File: src/rtl/timer_arbiter.sv
// timer_arbiter: round-robin owner of one shared up-counter.
// Each requester holds req high and gets a grant of dur+1 cycles, followed by
// a one-cycle done pulse. Dropping req while granted aborts the interval.
//
// state  | meaning
// -------+---------------------------------------------------------------
// IDLE   | no owner; arbitrate among req starting after last_owner
// RUN    | gnt[owner] high, count steps 0..dur_q
// DONE   | done[owner] high for one cycle, no arbitration
module timer_arbiter #(
    parameter int COUNT_W = 16,
    parameter int N_REQ   = 4,
    localparam int OW     = (N_REQ > 1) ? $clog2(N_REQ) : 1
) (
    input  logic                       clk,
    input  logic                       rst_n,
    input  logic [N_REQ-1:0]           req,
    input  logic [N_REQ*COUNT_W-1:0]   dur,
    output logic [N_REQ-1:0]           gnt,
    output logic [N_REQ-1:0]           done,
    output logic                       busy,
    output logic [OW-1:0]              owner,
    output logic [COUNT_W-1:0]         count
);

    localparam logic [1:0] S_IDLE = 2'd0;
    localparam logic [1:0] S_RUN  = 2'd1;
    localparam logic [1:0] S_DONE = 2'd2;

    logic [1:0]         state;
    logic [COUNT_W-1:0] dur_q;
    logic [OW-1:0]      last_owner;
    logic [COUNT_W-1:0] dur_arr [N_REQ];
    logic               win_vld;
    logic [OW-1:0]      win_idx;
    logic [OW-1:0]      cand;

    for (genvar i = 0; i < N_REQ; i++) begin : g_dur
        assign dur_arr[i] = dur[i*COUNT_W +: COUNT_W];
    end

    // Round-robin pick: first requester found scanning from last_owner+1.
    always_comb begin
        win_vld = 1'b0;
        win_idx = '0;
        cand    = '0;
        for (int k = 0; k < N_REQ; k++) begin
            cand = OW'((int'(last_owner) + 1 + k) % N_REQ);
            if (!win_vld && req[cand]) begin
                win_vld = 1'b1;
                win_idx = cand;
            end
        end
    end

    // Sequencer: grant, count out the interval, pulse done, or abort.
    always_ff @(posedge clk or negedge rst_n) begin
        if (!rst_n) begin
            state      <= S_IDLE;
            gnt        <= '0;
            done       <= '0;
            busy       <= 1'b0;
            owner      <= '0;
            count      <= '0;
            dur_q      <= '0;
            last_owner <= OW'(N_REQ - 1);
        end else begin
            case (state)
                S_IDLE: begin
                    done  <= '0;
                    count <= '0;
                    if (win_vld) begin
                        gnt        <= N_REQ'(1) << win_idx;
                        owner      <= win_idx;
                        last_owner <= win_idx;
                        dur_q      <= dur_arr[win_idx];
                        busy       <= 1'b1;
                        state      <= S_RUN;
                    end else begin
                        gnt  <= '0;
                        busy <= 1'b0;
                    end
                end
                S_RUN: begin
                    // Abort wins over the terminal compare in the same cycle.
                    if (!req[owner]) begin
                        gnt   <= '0;
                        count <= '0;
                        busy  <= 1'b0;
                        state <= S_IDLE;
                    end else if (count == dur_q) begin
                        gnt   <= '0;
                        done  <= N_REQ'(1) << owner;
                        count <= '0;
                        state <= S_DONE;
                    end else begin
                        count <= count + 1'b1;
                    end
                end
                S_DONE: begin
                    done  <= '0;
                    busy  <= 1'b0;
                    state <= S_IDLE;
                end
                default: begin
                    gnt   <= '0;
                    done  <= '0;
                    busy  <= 1'b0;
                    count <= '0;
                    state <= S_IDLE;
                end
            endcase
        end
    end

endmodule

File: config.mk
export PLATFORM = sky130hd
export DESIGN_NAME = timer_arbiter
export DESIGN_NICKNAME = d
export VERILOG_FILES = /design/src/rtl/timer_arbiter.sv
export SDC_FILE = /design/constraint.sdc
export NUM_CORES = 1
export LEC_CHECK = 0
export ABC_AREA = 1
export CAP_MARGIN = 10
export CELL_PAD_IN_SITES_DETAIL_PLACEMENT = 0
export CELL_PAD_IN_SITES_GLOBAL_PLACEMENT = 1
export CORE_MARGIN = 2
export CORE_UTILIZATION = 34
export DETAILED_ROUTE_END_ITERATION = 10
export PLACE_DENSITY = 0.83
export SLEW_MARGIN = 20
export SYNTH_ARGS = -nofsm -noshare
export SYNTH_HDL_FRONTEND = slang
export SYNTH_SLANG_ARGS = --single-unit
export TNS_END_PERCENT = 10
File: constraint.sdc
create_clock -name clk -period 2.6 [get_ports clk]
set_input_delay 0.26 -clock clk [delete_from_list [all_inputs] [get_ports clk]]
set_output_delay 0.26 -clock clk [all_outputs]
set_load 0.005 [all_outputs]
==> summary.txt <==
Worst setup path
  • Crit start category: flop
  • Crit path largest cell delay: 0.65 ns
  • Slowest-stage cell, CP: dfstp_2
  • Critical path arrival: 2.53 ns
  • Crit end category: flop
  • Crit-path cells: buf_4 > nand2_1 > nand2_1 > nand2_2 > nand2_2 > nor2_4 > nand3b_1 > nand2_4 > inv_1 > nand2_1 > o21ai_0
  • Reg2reg end: last_owner[0]
  • Crit path kind: reg2reg
  • Path length in cells of the critical path: 11
  • Flop-to-flop setup slack: 0.30 ns
  • CP bufs+invs: 2
  • WP data required: 2.83 ns
  • Worst-path fanout max: 20
  • Crit path to: last_owner[0]
  • R2R depth: 11
  • Reg-to-reg startpoint: last_owner[0]
  • Cell mode on critical path: nand2_1
  • Worst Setup SP: last_owner[0]
  • Delay-heaviest family, CP: simple AND/OR/NAND/NOR gates

Placement
  • Port bufs: 96
  • Final GP Congestion: 0.860
  • Dpl hpwl: 7200 um
  • Pre-CTS setup slack: 0.252 ns

Synth
  • Syn Inst Count: 498
  • Synth area leaders: dfrtp_1 (33%), nand2_1 (19%), nand3_1 (10%)
  • Post-Syn Area per Cell: 6.86 um^2
  • Synth Register Bits: 47
  • Post-Syn Area: 0.00342 mm^2
  • Ys async rst share: 100%
  • Sequential share of the synthesized area: 34.5%
  • Number of synthesized flops with an enable pin: 0
  • Commonest cells in the netlist: nand2_1 (169), nand3_1 (71), inv_1 (60), dfrtp_1 (45), nor2_1 (30)
  • Synth warn: 0
  • Yosys top cell by area: dfrtp_1
  • Most frequent cell after synthesis: nand2_1
  • Most used DFF post-synth: dfrtp_1
  • Top cell type's share of synthesized area: 33.0%
  • Synth unique cells: 36
  • Syn_nets: 569

Clocking
  • CTS clock-pin slew for the worst setup and hold paths: 0.09 ns
  • Max H-tree Level: 2
  • Post-cts sizing count: 0
  • CTS tree: built
  • Max Root-Sink Buffers: 2
  • CTS Sinks: 47
  • CTS root buf: clkbuf_8
  • Post-CTS Setup Repair Bufs: 0
  • CTS buffer count: 5
  • Hold_buf cts: 0
  • Clk Latency, worst-skew pair: 0.30 ns

Detailed routing
  • Highest metal used: met4
  • Final ANT Viol Nets: 0
  • Met2 routed wirelength: 4370 um
  • Met1 WL: 4320 um
  • Detail-routed net length per standard cell: 12.8 um
  • Drt first pass iters: 4
  • Final WL: 9240 um
  • Via-per-instance ratio: 4.67
  • Number of remaining DRC errors: 0
  • DRT iter0 DRCs: 167
  • Vias: 3377
  • WL met3: 465 um

Min path
  • Hold crit path type: in2async

Die
  • Die X: 104 um
  • Initial cell density of the core: 35.0%
  • Die footprint: 0.0109 mm^2
  • Die Ht: 104 um
  • CORE AREA: 0.00977 mm^2
  • Rows: 36
  • Ports: 97

STA
  • Max Clk Rate: 435 MHz
  • Minimum clock period: 2.30 ns
  • RSZ-0062 raised after global routing: false
  • Hold Vio Cnt, Final: 45
  • Least-Margin Pin Slew: 0.601 ns
  • Final worst-path cycle share: 88.5%
  • Clock Skew: 0.00724 ns
  • Final setup TNS: 0 ns
  • Final setup vio count: 0
  • Min Hold Slack: -0.0307 ns
  • Final Max Tran Viols: 0
  • Slew headroom: 59.9%
  • Final setup margin: 0.300 ns

Global routing
  • Global-route wire length before repair: 15500 um
  • Initial antenna violation count: 0
  • Tot GR Track Use: 17.2%
  • Largest net degree at the start of global routing: 48
  • GRT Residual Overflow: 0
  • Vias in the first global route: 3307

Layout
  • Antenna Cells: 0
  • Layout net count: 660
  • Share of cells above drive strength 1: 9.66%
  • Syn-to-layout area delta: 34.3%

Power and ir drop
  • LEAKAGE: 2.23 nW
  • Peak supply drop: 0.439 mV
  • PD cells: 1030 mW/mm^2

Run status
  • Violated checks: negative hold slack
  • Status: complete, but fails checks

Flow run
  • Max-Cap Viols: 0
[stage by stage]
step           instance area (um^2)  std cells  utilization (%)  power (W)  hold slack [ns]
2_1_floorplan                  3420        498                -    0.00351          -0.0356
3_3_place_gp                   4470        715             45.7    0.00416            0.462
3_5_place_dp                   4470        715             45.7    0.00419            0.469
4_1_cts                        4590        723             46.9    0.00476            0.184
5_1_grt                        4590        723             47.0    0.00519           0.0103
6_report                       4590        723             47.0    0.00472          -0.0307
[worst min-delay path by stage]
stage               slack [ns]  cells past startpoint      end
floorplan                -0.04                      0     busy
global placement          0.46                      2  done[2]
detailed placement        0.47                      2  done[0]
CTS                       0.18                      1  done[1]
global route              0.01                      1   gnt[2]
finish                   -0.03                      1   gnt[2]
[power breakdown]
group | internal, W | leakage (nW) | total, W | switching, W
Clock | 0.000311 | 0.0612 | 0.000558 | 0.000247
Combinational | 0.00110 | 1.56 | 0.00298 | 0.00187
Sequential | 0.000962 | 0.612 | 0.00118 | 0.000218
Total | 0.00238 | 2.23 | 0.00472 | 0.00234
[sequential cells by signal (all words and copies together) (netlist names)]
signal and count:
state 2, done 4, owner 2, count 16, gnt 4, busy 1, dur_q 16, last_owner 2
[metal layers]
layer | GRT usage [%] | vias to the layer above
li1 | - | 1732
met1 | 23.2 | 1554
met2 | 29.2 | 81
met3 | 3.32 | 10
met4 | 2.99 | 0
met5 | 0 | -
[layout by cell type (no fill, tap or decap), types with 2 or more instances in the layout]
master	Yosys	routed
clkbuf_8	0	6
clkinv_1	5	5
nand2_1	169	169
inv_1	60	60
nand2_2	10	10
clkdlybuf4s50_1	0	95
nor2_1	30	30
nand4_1	8	8
nand2_4	2	2
nand3_1	71	71
inv_2	8	8
xnor2_1	17	17
xor2_1	9	9
buf_4	3	7
dfrtp_1	45	45
nor3_1	7	7
o22ai_1	2	2
dfstp_2	2	2
nand3_2	10	10
o2111ai_1	2	2
a21oi_1	5	5
nor2_4	3	3
o21ai_0	3	3
[layout make-up]
cell class	count	area [um^2]
clock buffer	6	82.6
sequential	47	1180
clock inverter	2	35.0
fill	1040	5180
multi-input combinational	359	1830
tap	133	166
inverter	73	274
timing repair buffer	103	1020
[logic make-up after synthesis]
logic type                 count (synthesis)  share of synthesized area (%)
AOI/OAI and AO/OA                         16                           2.97
DFF                                       47                           34.5
xor gates and xnor gates                  26                           6.66
and+or+nand+nor                          316                           43.6
adders and majority gates                  1                          0.366
buffers and inverters                     92                           11.9
No activity file was read; power rests on OpenSTA's default activity.
